File: config.mk
export PLATFORM = sky130hd
export DESIGN_NAME = apb_master_bridge_flat
export DESIGN_NICKNAME = d
export VERILOG_FILES = /design/src/rtl/apb_master_bridge_if.sv /design/src/rtl/apb_master_bridge.sv /design/src/flat_wrapper.sv
export SDC_FILE = /design/constraint.sdc
export NUM_CORES = 1
export LEC_CHECK = 0
export CAP_MARGIN = 20
export CORE_ASPECT_RATIO = 0.7
export CORE_UTILIZATION = 41
export DETAILED_ROUTE_END_ITERATION = 8
export PLACE_DENSITY_LB_ADDON = 0.05
export RECOVER_POWER = 25
export SYNTH_ARGS = -nofsm -noshare
export SYNTH_HDL_FRONTEND = slang
export SYNTH_SLANG_ARGS = --single-unit
File: constraint.sdc
create_clock -name clk -period 2 [get_ports clk]
set_clock_uncertainty 0.05 [all_clocks]
set_input_delay 0.4 -clock clk [delete_from_list [all_inputs] [get_ports clk]]
set_output_delay 0.4 -clock clk [all_outputs]
set_load 0.05 [all_outputs]
File: src/rtl/apb_master_bridge_if.sv
// ---------------------------------------------------------------------------
// apb_master_bridge_if
// Purpose : bundles the CPU-side request/response handshake and the APB3 bus
//           seen by apb_master_bridge into a single interface.
// Signals :
//   CPU side : APBMASTERENABLE, CPUSEL, addr, data, CPUWRITE (requests in)
//              CPUREADY, CPURDATA, CPUERR (completion out)
//   APB side : PSEL, PENABLE, PWRITE, PADDR, PWDATA (bridge drives)
//              PRDATA, PREADY, PSLVERR (slaves drive)
// Modports:
//   master : the bridge's view
//   slave  : the environment's view (CPU and APB slaves)
// ---------------------------------------------------------------------------
interface apb_master_bridge_if #(
  parameter int ADDR_W     = 8,
  parameter int DATA_W     = 8,
  parameter int NUM_SLAVES = 4
);

  // CPU request / response
  logic                  APBMASTERENABLE;
  logic [ADDR_W-1:0]     CPUSEL;
  logic [ADDR_W-1:0]     addr;
  logic [DATA_W-1:0]     data;
  logic                  CPUWRITE;
  logic                  CPUREADY;
  logic [DATA_W-1:0]     CPURDATA;
  logic                  CPUERR;

  // APB3 bus
  logic [NUM_SLAVES-1:0] PSEL;
  logic                  PENABLE;
  logic                  PWRITE;
  logic [ADDR_W-1:0]     PADDR;
  logic [DATA_W-1:0]     PWDATA;
  logic [DATA_W-1:0]     PRDATA;
  logic                  PREADY;
  logic                  PSLVERR;

  modport master (
    input  APBMASTERENABLE, CPUSEL, addr, data, CPUWRITE,
    input  PRDATA, PREADY, PSLVERR,
    output CPUREADY, CPURDATA, CPUERR,
    output PSEL, PENABLE, PWRITE, PADDR, PWDATA
  );

  modport slave (
    output APBMASTERENABLE, CPUSEL, addr, data, CPUWRITE,
    output PRDATA, PREADY, PSLVERR,
    input  CPUREADY, CPURDATA, CPUERR,
    input  PSEL, PENABLE, PWRITE, PADDR, PWDATA
  );

endinterface

File: src/rtl/apb_master_bridge.sv
// ---------------------------------------------------------------------------
// apb_master_bridge
// Purpose : APB3 master stage. Turns one CPU request into one APB
//           SETUP/ACCESS transfer, decodes CPUSEL into a one-hot PSEL, waits
//           for PREADY (or aborts after TIMEOUT ACCESS cycles) and returns a
//           one-cycle CPUREADY pulse with read data and error status.
// Ports   :
//   clk      in  single rising-edge clock
//   PRESETn  in  asynchronous active-low reset
//   bus      apb_master_bridge_if.master
//            CPU side  : APBMASTERENABLE/CPUSEL/addr/data/CPUWRITE in,
//                        CPUREADY/CPURDATA/CPUERR out
//            APB side  : PSEL/PENABLE/PWRITE/PADDR/PWDATA out,
//                        PRDATA/PREADY/PSLVERR in
// All outputs are registered.
// ---------------------------------------------------------------------------
module apb_master_bridge #(
  parameter int ADDR_W     = 8,
  parameter int DATA_W     = 8,
  parameter int NUM_SLAVES = 4,
  parameter int TIMEOUT    = 16
) (
  input  logic                 clk,
  input  logic                 PRESETn,
  apb_master_bridge_if.master  bus
);

  localparam int CNT_W = $clog2(TIMEOUT + 1);

  typedef enum logic [1:0] {
    IDLE   = 2'd0,
    SETUP  = 2'd1,
    ACCESS = 2'd2
  } state_t;

  state_t                state_q,    state_d;
  logic [CNT_W-1:0]      cnt_q,      cnt_d;
  logic [NUM_SLAVES-1:0] psel_q,     psel_d;
  logic                  penable_q,  penable_d;
  logic                  pwrite_q,   pwrite_d;
  logic [ADDR_W-1:0]     paddr_q,    paddr_d;
  logic [DATA_W-1:0]     pwdata_q,   pwdata_d;
  logic                  cpuready_q, cpuready_d;
  logic [DATA_W-1:0]     cpurdata_q, cpurdata_d;
  logic                  cpuerr_q,   cpuerr_d;

  logic [NUM_SLAVES-1:0] sel_onehot;

  // One-hot decode of the requested slave; an all-zero result means the
  // index is out of range, so validity falls out of the decode for free.
  always_comb begin
    sel_onehot = '0;
    for (int i = 0; i < NUM_SLAVES; i++) begin
      if (bus.CPUSEL == ADDR_W'(i)) begin
        sel_onehot[i] = 1'b1;
      end
    end
  end

  // Next-state and next-output logic. The completion outputs default to 0
  // so CPUREADY is a single-cycle pulse and CPURDATA/CPUERR are only
  // non-zero alongside it. PADDR/PWDATA/PWRITE are loaded on the capture
  // edge so they are already valid during SETUP, and simply hold afterwards.
  always_comb begin
    state_d    = state_q;
    cnt_d      = cnt_q;
    psel_d     = psel_q;
    penable_d  = penable_q;
    pwrite_d   = pwrite_q;
    paddr_d    = paddr_q;
    pwdata_d   = pwdata_q;
    cpuready_d = 1'b0;
    cpurdata_d = '0;
    cpuerr_d   = 1'b0;

    case (state_q)
      IDLE: begin
        // A request still high during the CPUREADY cycle is the one that
        // just finished, so it must not be taken again.
        if (bus.APBMASTERENABLE && !cpuready_q) begin
          if (|sel_onehot) begin
            psel_d   = sel_onehot;
            paddr_d  = bus.addr;
            pwdata_d = bus.data;
            pwrite_d = bus.CPUWRITE;
            state_d  = SETUP;
          end else begin
            cpuready_d = 1'b1;
            cpuerr_d   = 1'b1;
          end
        end
      end

      SETUP: begin
        penable_d = 1'b1;
        cnt_d     = '0;
        state_d   = ACCESS;
      end

      ACCESS: begin
        // PREADY is tested first so a response in the last allowed cycle
        // completes normally instead of being reported as a timeout.
        if (bus.PREADY) begin
          psel_d     = '0;
          penable_d  = 1'b0;
          cpuready_d = 1'b1;
          cpuerr_d   = bus.PSLVERR;
          cpurdata_d = pwrite_q ? '0 : bus.PRDATA;
          cnt_d      = '0;
          state_d    = IDLE;
        end else if (cnt_q == CNT_W'(TIMEOUT - 1)) begin
          psel_d     = '0;
          penable_d  = 1'b0;
          cpuready_d = 1'b1;
          cpuerr_d   = 1'b1;
          cnt_d      = '0;
          state_d    = IDLE;
        end else begin
          cnt_d = cnt_q + CNT_W'(1);
        end
      end

      default: begin
        psel_d    = '0;
        penable_d = 1'b0;
        cnt_d     = '0;
        state_d   = IDLE;
      end
    endcase
  end

  // State and output registers; reset drops everything to 0 immediately,
  // including mid-transfer, without producing a completion pulse.
  always_ff @(posedge clk or negedge PRESETn) begin
    if (!PRESETn) begin
      state_q    <= IDLE;
      cnt_q      <= '0;
      psel_q     <= '0;
      penable_q  <= 1'b0;
      pwrite_q   <= 1'b0;
      paddr_q    <= '0;
      pwdata_q   <= '0;
      cpuready_q <= 1'b0;
      cpurdata_q <= '0;
      cpuerr_q   <= 1'b0;
    end else begin
      state_q    <= state_d;
      cnt_q      <= cnt_d;
      psel_q     <= psel_d;
      penable_q  <= penable_d;
      pwrite_q   <= pwrite_d;
      paddr_q    <= paddr_d;
      pwdata_q   <= pwdata_d;
      cpuready_q <= cpuready_d;
      cpurdata_q <= cpurdata_d;
      cpuerr_q   <= cpuerr_d;
    end
  end

  assign bus.PSEL     = psel_q;
  assign bus.PENABLE  = penable_q;
  assign bus.PWRITE   = pwrite_q;
  assign bus.PADDR    = paddr_q;
  assign bus.PWDATA   = pwdata_q;
  assign bus.CPUREADY = cpuready_q;
  assign bus.CPURDATA = cpurdata_q;
  assign bus.CPUERR   = cpuerr_q;

endmodule
File: src/flat_wrapper.sv
// flat-port wrapper written by rule: the top's interface ports become plain ports
module apb_master_bridge_flat 
#(
  parameter int ADDR_W     = 8,
  parameter int DATA_W     = 8,
  parameter int NUM_SLAVES = 4,
  parameter int TIMEOUT    = 16
)
  (clk, PRESETn, bus_APBMASTERENABLE, bus_CPUSEL, bus_addr, bus_data, bus_CPUWRITE, bus_PRDATA, bus_PREADY, bus_PSLVERR, bus_CPUREADY, bus_CPURDATA, bus_CPUERR, bus_PSEL, bus_PENABLE, bus_PWRITE, bus_PADDR, bus_PWDATA);
  apb_master_bridge_if #(.ADDR_W(ADDR_W), .DATA_W(DATA_W), .NUM_SLAVES(NUM_SLAVES)) bus_i ();
  input  logic clk;
  input  logic PRESETn;
  input wire logic [$bits(bus_i.APBMASTERENABLE)-1:0] bus_APBMASTERENABLE;
  input wire logic [$bits(bus_i.CPUSEL)-1:0] bus_CPUSEL;
  input wire logic [$bits(bus_i.addr)-1:0] bus_addr;
  input wire logic [$bits(bus_i.data)-1:0] bus_data;
  input wire logic [$bits(bus_i.CPUWRITE)-1:0] bus_CPUWRITE;
  input wire logic [$bits(bus_i.PRDATA)-1:0] bus_PRDATA;
  input wire logic [$bits(bus_i.PREADY)-1:0] bus_PREADY;
  input wire logic [$bits(bus_i.PSLVERR)-1:0] bus_PSLVERR;
  output wire logic [$bits(bus_i.CPUREADY)-1:0] bus_CPUREADY;
  output wire logic [$bits(bus_i.CPURDATA)-1:0] bus_CPURDATA;
  output wire logic [$bits(bus_i.CPUERR)-1:0] bus_CPUERR;
  output wire logic [$bits(bus_i.PSEL)-1:0] bus_PSEL;
  output wire logic [$bits(bus_i.PENABLE)-1:0] bus_PENABLE;
  output wire logic [$bits(bus_i.PWRITE)-1:0] bus_PWRITE;
  output wire logic [$bits(bus_i.PADDR)-1:0] bus_PADDR;
  output wire logic [$bits(bus_i.PWDATA)-1:0] bus_PWDATA;
  assign bus_i.APBMASTERENABLE = bus_APBMASTERENABLE;
  assign bus_i.CPUSEL = bus_CPUSEL;
  assign bus_i.addr = bus_addr;
  assign bus_i.data = bus_data;
  assign bus_i.CPUWRITE = bus_CPUWRITE;
  assign bus_i.PRDATA = bus_PRDATA;
  assign bus_i.PREADY = bus_PREADY;
  assign bus_i.PSLVERR = bus_PSLVERR;
  assign bus_CPUREADY = bus_i.CPUREADY;
  assign bus_CPURDATA = bus_i.CPURDATA;
  assign bus_CPUERR = bus_i.CPUERR;
  assign bus_PSEL = bus_i.PSEL;
  assign bus_PENABLE = bus_i.PENABLE;
  assign bus_PWRITE = bus_i.PWRITE;
  assign bus_PADDR = bus_i.PADDR;
  assign bus_PWDATA = bus_i.PWDATA;
  apb_master_bridge #(.ADDR_W(ADDR_W), .DATA_W(DATA_W), .NUM_SLAVES(NUM_SLAVES), .TIMEOUT(TIMEOUT)) u_core (.clk(clk), .PRESETn(PRESETn), .bus(bus_i));
endmodule
# --- Word-level counts from Yosys, hierarchy flattened ---
# Index checks and enable logic that the tools add are counted.
word_totals:
  regBits: 39
  inputBits: 38
  out_inout_bits: 32
  elab_cells: 61
op_classes:
  addsub: 1
  n_eq_ne: 9
  mux: 30
  n_bitwise: 2
  reduce_logical: 9
op_table:
  columns: ["op", "count"]
  rows:
  - ["$mux W8", 3]
  - ["$eq A8 B2 Y1 const B", 2]
  - ["$mux W4", 4]
  - ["$pmux W4 S3", 1]
  - ["$mux W1", 11]
  - ["$mux W5", 2]
  - ["$pmux W5 S2", 1]
  - ["$eq A8 B1 Y1 const B", 1]
  - ["$logic_not A8 Y1", 1]
  - ["$mux W2", 4]
  - ["$pmux W2 S3", 1]
  - ["$reduce_and A3 Y1", 2]
  - ["$add A5 B1 Y5 const B", 1]
  - ["$eq A5 B4 Y1 const B", 1]
  - ["$ne A2 B1 Y1 const B", 2]
  - ["$pmux W1 S2", 2]
  - ["$reduce_and A4 Y1", 1]
  - ["$reduce_or A4 Y1", 1]
  - ["$ne A3 B2 Y1 const B", 1]
  - ["$pmux W1 S3", 1]
  - ["$eq A2 B1 Y1 const B", 1]
  - ["$eq A2 B2 Y1 const B", 1]
  - ["$logic_not A2 Y1", 1]
  - ["$not A1 Y1", 2]
  - ["other kinds (3)", 3]

# --- Longest topological paths before layout ---
logic_depth:
  ltp_word: 6
  mapped_depth: 5

# --- Least setup slack after synthesis ---
# OpenSTA, ideal clock, no wires.
synth_path:
  path_type: "flip-flop to flip-flop"
  start: "reg u_core.cpuready_q (netlist: u_core.bus.CPUREADY)"
  end: "reg u_core.psel_q[1] (netlist: u_core.bus.PSEL[1])"
  arrival_ns: 1.461
  t_required_ns: 1.828
  slack_ns: 0.367
  stages_incl_launch_ff: 6
  synth_period_minus_slack_ns: 1.633
  path_cell_list: "dfrtp_1 > nor4b_2 > nand3_1 > buf_2 > and2_4 > a32o_1"
synth_via:
  elab_chain_cells: 4
synth_lines:
  columns: ["element", "line", "text"]
  rows:
  - ["from (decl)", "apb_master_bridge.sv:43", "logic cpuready_q, cpuready_d;"]
  - ["from (signal assigned)", "apb_master_bridge.sv:154", "cpuready_q <= cpuready_d;"]
  - ["$logic_not A1 Y1", "apb_master_bridge.sv:80", "if (bus.APBMASTERENABLE && !cpuready_q) begin"]
  - ["$logic_and A1 B1 Y1", "apb_master_bridge.sv:80", null]
  - ["$ne A2 B1 Y1 (no source line)", null, null]
  - ["$reduce_and A4 Y1 (no source line)", null, null]
  - ["to (signal assigned)", "apb_master_bridge.sv:149", "psel_q <= psel_d;"]
  - ["to (decl)", "apb_master_bridge.sv:38", "logic [NUM_SLAVES-1:0] psel_q, psel_d;"]
# No other way between the ends.
# A chain may end at the register's enable or synchronous reset.

# --- Final worst setup path ---
layout_path:
  start: "reg u_core.psel_q[2] (netlist: u_core.bus.PSEL[2])"
  end: "out bus_PSEL[2]"
layout_rtl:
  columns: ["element", "line", "text"]
  rows:
  - ["to (decl)", "flat_wrapper.sv:24", "output wire logic [$bits(bus_i.PSEL)-1:0] bus_PSEL;"]
# No word-level cell between the ends.

==> impl_results.md <==
- RSZ-0062 raised after global routing: no
- CTS Buffer Depth: 2
- Layout filler cell count: around 270
- Post-Syn Area: roughly 0.0016 mm^2
- Synth Area in Compound Gates: 6.413%
- Boundary pin count: 70
- Post-CTS Setup Repair Bufs: 0
- Initial antenna violation count: 0
- Peak VDD IR: about 0.72 mV
- Seq cells post-synth: 39
- Critical path launch point type: register
- Placer congestion estimate: 0.6875
- Total GRT Usage: 19.62%
- Critical Path Fanout Max: 2
- Fin cells: between 200 and 250
- WP depth: 1
- DRT Pass-1 Iters: 4
- Grt ovf: 0
- Cell Pwr Density: roughly 870 mW/mm^2
- Reg2Reg Depth: 5
- # diodes: 0
- Die area: between 0.004 and 0.005 mm^2
- Main flop type after synthesis: dfrtp_1
- Fraction of layout cells with a size suffix above 1: around a fifth
- Main combinational cell family by area after synthesis: simple AND/OR/NAND/NOR gates
- RR Startpoint: u_core.cnt_q[0]
- Critical Path Slowest Stage Cell: clkdlybuf4s50_1
- Final Hold Fails: 0
- Yosys Warn Count: 0
- Tmin final: 1.913 ns
- Via/cell ratio: 4.939
- Number of flops mapped to enable cells by yosys: 0
- Synth-to-layout area growth: 56.53%
- CTS sink cnt: 39
- R2R Setup Slk: 0.34 ns
- Drt initial violations: between 40 and 50
- Input/output buffers: 69
- Fin util: about two thirds
- Wire length on met1: 1.496 mm
- CP bufs+invs: 1
- Via count: approximately 1200
- Type of the most critical hold path: in2async
- Max stage delay on crit path: 0.81 ns
- Post-Synth XOR/XNOR Area: 0%
- Die width: between 70 and 80 um
- Reg-to-Reg End: u_core.bus.PSEL[1]
- Post-Synth Adder-Cell Area: less than 1%
- Status: finished clean
- Critical path class: reg2out
- Worst-Skew Late Latency: about 0.28 ns
- Max-cap viol count: 0
- NumNets Final: approximately 230
- Vias in the first global route: between 1000 and 1500
- DIE HEIGHT: between 50 and 60 um
- CTS tree: yes
- Pins Over Slew Limit: 0
- Netlist cell types: 33
- Sequential area share after synthesis: between 60% and 70%
- Top delay family on crit path: buffers and inverters
- Worst hold slack: between 0.2 and 0.3 ns
- Worst-Margin Slew: ~0.93 ns
- Core Rows: 18
- Average size of a mapped cell: roughly 13 um^2
- Top routing layer in use: met4
- CTS root buffer: clkbuf_8
- Simple-gate area share of the yosys netlist: roughly 15%
- CTS Hold Bufs: 0
- Clock transition at the registers of the reported paths: ~0.08 ns
- HPWL after DPL: 2.683 mm
- Num CTS Buffers: 5
- Worst-path cell chain: clkdlybuf4s50_1
- Relative slew slack: roughly two fifths
- Final wirelength: 3.565 mm
- Async SR Flop Fraction: between 90% and 100%
- CORE AREA: between 0.003 and 0.004 mm^2
- Synthesized instance count: roughly 120
- First-pass GRT wire length: approximately 5.9 mm
- Final count of negative-setup-slack endpoints: 0
- WL/cell: around 14 um
- Critical Path RT: 1.55 ns
- # DRC: 0
- Met2 wire len: around 1.8 mm
- Total Power: between 2 and 2.5 mW
- Post-Syn Nets: ~160
- Starting Density: 43.85%
- Worst EP arrival: between 1 and 1.5 ns
- Setup crit end kind: output pin
- Post_cts resized: 0
- Mux cell area share after synthesis: a little over an eighth
- Routed met3 length: 283 um
- Placed cells: about 240
- Largest net degree at the start of global routing: 40
- Fmax: around 520 MHz
- Pleak: ~1.1 nW
- Final worst-path cycle share: between 90% and 100%
- Clock H-tree levels: 2
- Post-route ant nets: 0
==> synthesized netlist by cell type, types with 2 or more instances <==
library cell / n / area, um^2
dfrtp_1: 39 / 975.9
mux2_2: 16 / 180.2
and2_1: 8 / 50.05
nor2_1: 6 / 22.52
a21oi_1: 5 / 25.02
nand2_1: 5 / 18.77
nand3_1: 4 / 20.02
a21o_1: 2 / 15.01
a31oi_1: 2 / 12.51
a32o_1: 2 / 20.02
buf_2: 2 / 10.01
inv_1: 2 / 7.510
mux2_1: 2 / 22.52
nor3_1: 2 / 10.01
nor3b_1: 2 / 15.01
nor4b_2: 2 / 30.03
==> per-layer routing <==
| metal | track usage (%) | vias up |
|---|---|---|
| li1 | - | 575 |
| met1 | 22.37 | 591 |
| met2 | 33.33 | 45 |
| met3 | 9.492 | 4 |
| met4 | 6.410 | 0 |
| met5 | 0 | - |
==> sequential cells by signal, indices dropped and copies added (netlist names) <==
register / count
u_core.bus.PSEL: 4
u_core.state_q: 2
u_core.cnt_q: 5
u_core.bus.PENABLE: 1
u_core.bus.PWDATA: 8
u_core.bus.PADDR: 8
u_core.bus.CPURDATA: 8
u_core.bus.CPUREADY: 1
u_core.bus.PWRITE: 1
u_core.bus.CPUERR: 1
==> report_power, final <==
| group | total [mW] | internal [mW] | switching (mW) |
|---|---|---|---|
| Combinational | 0.490 | 0.209 | 0.281 |
| Clock | 0.754 | 0.498 | 0.256 |
| Sequential | 0.903 | 0.857 | 0.0466 |
| Total | 2.15 | 1.56 | 0.584 |
==> area by class of cell <==
class                   instances  area (um^2)  area share (%)
clock buffers                   6        72.57           2.934
repair buffers                 75        723.2           29.24
inverters                       3        11.26          0.4552
well taps                      50        62.56           2.529
multi-input cells              71        568.0           22.96
flip-flops and latches         39        975.9           39.45
clock inverters                 2        60.06           2.428
==> kinds of logic (layout without fill, tap and decap cells) <==
group	Yosys count	count (layout)
DFF	39	39
muxes	19	19
AOI/OAI and AO/OA	15	15
adders and majority gates	1	1
buffers and inverters	8	86
and+or+nand+nor	36	36
==> worst max path at each step <==
stage | from | end | slack, ns
6_report | u_core.bus.PSEL[2] | bus_PSEL[2] | 0.09
5_1_grt | u_core.bus.PADDR[5] | bus_PADDR[5] | 0.03
4_1_cts | u_core.bus.PSEL[0] | bus_PSEL[0] | 0.07
3_5_place_dp | bus_CPUSEL[5] | u_core.bus.PSEL[1] | -0.07
3_3_place_gp | bus_CPUSEL[5] | u_core.bus.PSEL[3] | 0.02
2_1_floorplan | u_core.bus.CPUREADY | u_core.bus.PSEL[1] | 0.37
==> cells in the final DEF (no fill, tap or decap), types with 2 or more instances in the layout <==
master and n:
nand2_1 5, nor2_1 6, mux2_2 16, clkdlybuf4s50_1 66, mux2_1 2, a21oi_1 5, dfrtp_1 39, buf_4 7
inv_1 2, and2_1 8, nor4b_2 2, a32o_1 2, nor3b_1 2, nor3_1 2, nand3_1 4, a21o_1 2
clkbuf_8 5, bufinv_16 2, a31oi_1 2
==> per-stage QoR <==
step / area (um^2) / TNS [ns] / setup WS, ns
floorplan: 1580 / 0 / 0.3674
detailed placement: 2344 / -0.2489 / -0.06937
global route: 2474 / 0 / 0.02821
finish: 2474 / 0 / 0.08665
CTS: 2476 / 0 / 0.07423
global placement: 2344 / 0 / 0.02053
Note: power is estimated with default switching activity, not from simulation.
